File: src/rtl/led_blink_arbiter.sv
// led_blink_arbiter: four requesters share one LED. A round-robin arbiter in
// IDLE picks an owner, which then gets its latched number of blinks
// (CLK_DIV cycles on, CLK_DIV cycles off), followed by a CLK_DIV-cycle GAP.
// Optional build macro LED_BLINK_ARBITER_HEARTBEAT_EN: when defined, the LED
// toggles once per CLK_DIV cycles while the arbiter is idle.
//
// state | meaning
// IDLE  | no owner; arbitrate on i_Req (heartbeat runs here if enabled)
// ON    | owner's blink, LED high for CLK_DIV cycles
// OFF   | LED low for CLK_DIV cycles between blinks
// GAP   | LED low for CLK_DIV cycles after completion, zero-count grant or abort
module led_blink_arbiter #(
   parameter int CLK_DIV = 10000000
) (
   input  logic        i_Clk,
   input  logic        i_Rst_L,
   input  logic [3:0]  i_Req,
   input  logic [15:0] i_Blinks,
   output logic [3:0]  o_Grant,
   output logic [3:0]  o_Done,
   output logic        o_Busy,
   output logic        o_LED
);

   localparam int            PW = (CLK_DIV > 1) ? $clog2(CLK_DIV) : 1;
   localparam logic [PW-1:0] TC = PW'(CLK_DIV - 1);

   typedef enum logic [1:0] {S_IDLE, S_ON, S_OFF, S_GAP} state_t;

   state_t        state_q, state_d;
   logic [PW-1:0] presc_q, presc_d;
   logic [3:0]    count_q, count_d;
   logic [1:0]    ptr_q, ptr_d;
   logic [3:0]    grant_q, grant_d;
   logic [3:0]    done_q, done_d;
   logic          zdone_q, zdone_d;
   logic          busy_q, busy_d;
   logic          led_q, led_d;

   logic          tick;
   logic          owner_req;
   logic          win_vld;
   logic [1:0]    win_idx;
   logic [1:0]    cand;

   assign tick      = (presc_q == TC);
   assign owner_req = |(i_Req & grant_q);

   // Round-robin search starting one past the last winner, wrapping 3 -> 0.
   always_comb begin
      win_vld = 1'b0;
      win_idx = ptr_q;
      cand    = ptr_q;
      for (int i = 1; i <= 4; i++) begin
         cand = ptr_q + 2'(i);
         if (!win_vld && i_Req[cand]) begin
            win_vld = 1'b1;
            win_idx = cand;
         end
      end
   end

   // Next-state, ownership, count and completion logic.
   always_comb begin
      state_d = state_q;
      count_d = count_q;
      ptr_d   = ptr_q;
      grant_d = grant_q;
      done_d  = 4'b0000;
      zdone_d = 1'b0;
      case (state_q)
         S_IDLE: begin
            if (win_vld) begin
               ptr_d   = win_idx;
               grant_d = 4'b0001 << win_idx;
               count_d = i_Blinks[{win_idx, 2'b00} +: 4];
               if (count_d != 4'd0) begin
                  state_d = S_ON;
               end else begin
                  // Zero-count owner keeps the grant for one cycle, then
                  // completes from inside GAP.
                  state_d = S_GAP;
                  zdone_d = 1'b1;
               end
            end
         end
         S_ON: begin
            if (!owner_req) begin
               state_d = S_GAP;
               grant_d = 4'b0000;
            end else if (tick) begin
               state_d = S_OFF;
               count_d = count_q - 4'd1;
            end
         end
         S_OFF: begin
            if (!owner_req) begin
               state_d = S_GAP;
               grant_d = 4'b0000;
            end else if (tick) begin
               if (count_q != 4'd0) begin
                  state_d = S_ON;
               end else begin
                  state_d = S_GAP;
                  grant_d = 4'b0000;
                  done_d  = grant_q;
               end
            end
         end
         S_GAP: begin
            if (zdone_q) begin
               grant_d = 4'b0000;
               done_d  = grant_q;
            end
            if (tick) begin
               state_d = S_IDLE;
            end
         end
         default: begin
            state_d = S_IDLE;
            grant_d = 4'b0000;
         end
      endcase
   end

   // Prescaler restarts on every state change; LED follows the next state.
   always_comb begin
      busy_d = (state_d != S_IDLE);
      led_d  = 1'b0;
      if (state_d != state_q) begin
         presc_d = '0;
      end else if (state_q == S_IDLE) begin
`ifdef LED_BLINK_ARBITER_HEARTBEAT_EN
         presc_d = tick ? '0 : presc_q + 1'b1;
`else
         presc_d = '0;
`endif
      end else begin
         presc_d = tick ? '0 : presc_q + 1'b1;
      end
      if (state_d == S_ON) begin
         led_d = 1'b1;
      end else if ((state_q == S_IDLE) && (state_d == S_IDLE)) begin
`ifdef LED_BLINK_ARBITER_HEARTBEAT_EN
         led_d = tick ? ~led_q : led_q;
`else
         led_d = 1'b0;
`endif
      end
   end

   // State and registered outputs; pointer resets so requester 0 wins first.
   always_ff @(posedge i_Clk or negedge i_Rst_L) begin
      if (!i_Rst_L) begin
         state_q <= S_IDLE;
         presc_q <= '0;
         count_q <= 4'd0;
         ptr_q   <= 2'd3;
         grant_q <= 4'b0000;
         done_q  <= 4'b0000;
         zdone_q <= 1'b0;
         busy_q  <= 1'b0;
         led_q   <= 1'b0;
      end else begin
         state_q <= state_d;
         presc_q <= presc_d;
         count_q <= count_d;
         ptr_q   <= ptr_d;
         grant_q <= grant_d;
         done_q  <= done_d;
         zdone_q <= zdone_d;
         busy_q  <= busy_d;
         led_q   <= led_d;
      end
   end

   assign o_Grant = grant_q;
   assign o_Done  = done_q;
   assign o_Busy  = busy_q;
   assign o_LED   = led_q;

endmodule

File: config.mk
export PLATFORM = sky130hd
export DESIGN_NAME = led_blink_arbiter
export DESIGN_NICKNAME = d
export VERILOG_FILES = /design/src/rtl/led_blink_arbiter.sv
export SDC_FILE = /design/constraint.sdc
export NUM_CORES = 1
export LEC_CHECK = 0
export BUFFER_PORTS_ARGS = -buffer_cell sky130_fd_sc_hd__buf_2
export CAP_MARGIN = 30
export CORE_MARGIN = 3
export CORE_UTILIZATION = 29
export CTS_CLUSTER_DIAMETER = 100
export DETAILED_ROUTE_END_ITERATION = 10
export PLACE_DENSITY = 0.55
export SLEW_MARGIN = 40
export SYNTH_ARGS = -nofsm -noshare
export SYNTH_HDL_FRONTEND = slang
export SYNTH_SLANG_ARGS = --single-unit
File: constraint.sdc
create_clock -name i_Clk -period 2.5 [get_ports i_Clk]
set_input_delay 0.375 -clock i_Clk [delete_from_list [all_inputs] [get_ports i_Clk]]
set_output_delay 0.375 -clock i_Clk [all_outputs]
set_load 0.02 [all_outputs]
==> results.ini <==
[placed_design]
portBuffers=31
place_congestion=0.871
dp_hpwl_um=4540
placed_area_um2=2860

[critical_path]
critPathMaxStageDelay_ps=590
crit_type=flip-flop to flip-flop
critPathLaunchType=flip-flop
crit_arrival_ps=2400
cp.required_ps=2700
cp_max_fo=7
critical_path_buf_inv_count=1
end_kind=flip-flop
path_cells=inv_1 > a32oi_1 > nand2_1 > a211oi_1 > a21oi_1 > o41ai_2
crit_family=compound AO/OA/AOI/OAI gates
cp_slowest_cell=dfstp_2

[clock_tree]
post_cts_resized=0
path_clk_slew_ps=80
htreeDepth=2
cts-root-buf=clkbuf_8
clk_path_buf_depth=2
cts_sinks=43
clock_latency_ps=300
hold_buffers=0
cts_tree=yes
cts_made_buffers=5
cts_setup_buffers=0

[global_route]
grt_pass1_wl_um=10200
grt_max_degree=24
first_global_vias=2103
grt_overflow=0
track_usage=0.125
antenna_found_initial=0

[floorplan]
rows=33
die_w_um=100
start_util=0.306
chipHeight_um=100
core_um2=8420
dieArea_um2=10100
ios=32

[power]
switchingPower_mw=0.453
power_frac_seq=0.502
p_sw_frac=0.279
combPwrFrac=0.176
power_density_nw_per_um2=550
intPower_mw=1.17
peakVddDrop_uv=179
power.share.clock=0.322
power_leakage_nw=1.28
power_mw=1.63

[timing]
setup_viol=0
slew_violations=0
tightest_slew_ps=523
fin_tns_setup_ps=0
rsz0062_at_grt=no
fin_worst_skew_ps=10.2
clock.fmax_mhz=455
finalHoldViolCount=0
fin_crit_sh=0.880
relSlewSlack=0.650
period_minus_slack_ps=2200

[logic_synthesis]
syn_area_um2=2580
synth-seq-cells=43
synth_cell_types=66
syn_nets=301
synthFlopType=dfrtp_1
seq_area_frac_synth=0.418
synth_edf_count=0
synth.avg_cell_area_um2=9.31
syn_inst=277
synth_warnings=0
synthArstFlopShare=1.00

[layout]
fillers=897
drive_above_1_share=0.192
multi_input_area_um2=1410
regArea_um2=1080
syn_to_final_growth_pct=14.7
fin_area_um2=2960
final_common_cell=nor2_1
final_cell_mix=nor2_1 (45), dfrtp_1 (41), buf_2 (31), nand2_1 (20), nand3_1 (16)
diodes=0
final_nets=336

[detailed_routing]
vias_per_cell=5.06
ant_nets=0
vias=2110
first_pass_iters=4
wire_per_inst_um=14.3
drt_iter0_drc=72
drt-total-wl_um=5980
drc=0

[worst_hold_path]
hold_path_class=primary input to async pin

[run]
cap_violations=0

[status]
outcome=completed

==> layout make-up <==
type,count,share of cell area
timing repair buffer,35,0.0626
tap,105,0.0444
multi-input combinational,214,0.477
sequential,43,0.364
clock buffer,6,0.0245
clock inverter,1,0.0101
inverter,13,0.0165
==> synthesized netlist by cell type, types with 3 or more instances <==
cell type | number | share of area
o21ai_0 | 4 | 0.0078
or3_1 | 3 | 0.0073
inv_1 | 13 | 0.019
o31ai_1 | 4 | 0.012
nor4_1 | 3 | 0.0073
a31oi_1 | 4 | 0.0097
mux2i_1 | 5 | 0.019
xor2_1 | 12 | 0.041
and2_1 | 4 | 0.0097
nand2_1 | 20 | 0.029
nand2b_1 | 4 | 0.0097
a22oi_1 | 4 | 0.012
buf_2 | 5 | 0.0097
nor3_1 | 6 | 0.012
nand4_1 | 8 | 0.019
xnor2_1 | 10 | 0.034
dfrtp_1 | 41 | 0.40
nand3_1 | 16 | 0.031
a21oi_1 | 4 | 0.0078
and3_1 | 5 | 0.012
nor2_1 | 45 | 0.065
a22o_1 | 4 | 0.014
==> through the flow <==
step | setup slack (ps) | hold WS, ps | instances | utilization
6_report | 301 | 36.1 | 417 | 0.351
5_1_grt | 113 | 63.0 | 417 | 0.351
4_1_cts | 294 | 44.4 | 417 | 0.351
3_5_place_dp | 188 | 377 | 410 | 0.339
3_3_place_gp | 221 | 369 | 410 | 0.339
2_1_floorplan | 559 | 79.4 | 277 | -
==> worst register-to-register path: stages, from the launching register on <==
cell and delay, ps:
dfstp_2 590, inv_1 90, a32oi_1 370, nand2_1 280
a211oi_1 410, a21oi_1 100, o41ai_2 280
==> kinds of logic after synthesis <==
group                    synth area share
AND/OR/NAND/NOR                     0.299
buffers and inverters              0.0344
flip-flops                          0.418
AO/OA/AOI/OAI                       0.139
multiplexers                       0.0252
XOR/XNOR                           0.0747
adder cells (fa/ha/maj)           0.00970
==> layer usage <==
| metal | global-route usage | up-vias | part of all wire | routed length (µm) |
|---|---|---|---|---|
| met5 | 0 | - | 0 | 0 |
| met4 | 0.0404 | 0 | 0.017 | 100 |
| met3 | 0.0271 | 9 | 0.043 | 256 |
| met2 | 0.200 | 36 | 0.46 | 2780 |
| met1 | 0.168 | 1000 | 0.48 | 2850 |
| li1 | - | 1065 | - | - |
==> power by group through the flow <==
stage                     Clock [mW]  Combinational, mW  Sequential [mW]
after floorplan                    0              0.214            0.812
final                          0.525              0.286            0.816
after global placement             0              0.283            0.828
after detailed placement           0              0.290            0.827
after CTS                      0.545              0.290            0.815
after global routing           0.576              0.319            0.825
==> state kept, by name (all words and copies together), names as in the netlist <==
register	cells
count_q	4
o_Busy	1
o_Done	4
o_Grant	4
o_LED	1
presc_q	24
ptr_q	2
state_q	2
zdone_q	1
==> path summary, 6_finish.rpt <==
path / start / to / slack, ps / cells after the start
min in group i_Clk: count_q[3] / count_q[3] / 510 / 1
max in group asynchronous: i_Rst_L / o_Grant[2] / 1890 / 2
worst min register to register: count_q[3] / count_q[3] / 510 / 1
worst min-delay path: i_Rst_L / state_q[1] / 40 / 1
worst max register to register: ptr_q[0] / state_q[1] / 300 / 6
worst max-delay path: ptr_q[0] / state_q[1] / 300 / 6
No activity file was read; power rests on OpenSTA's default activity.
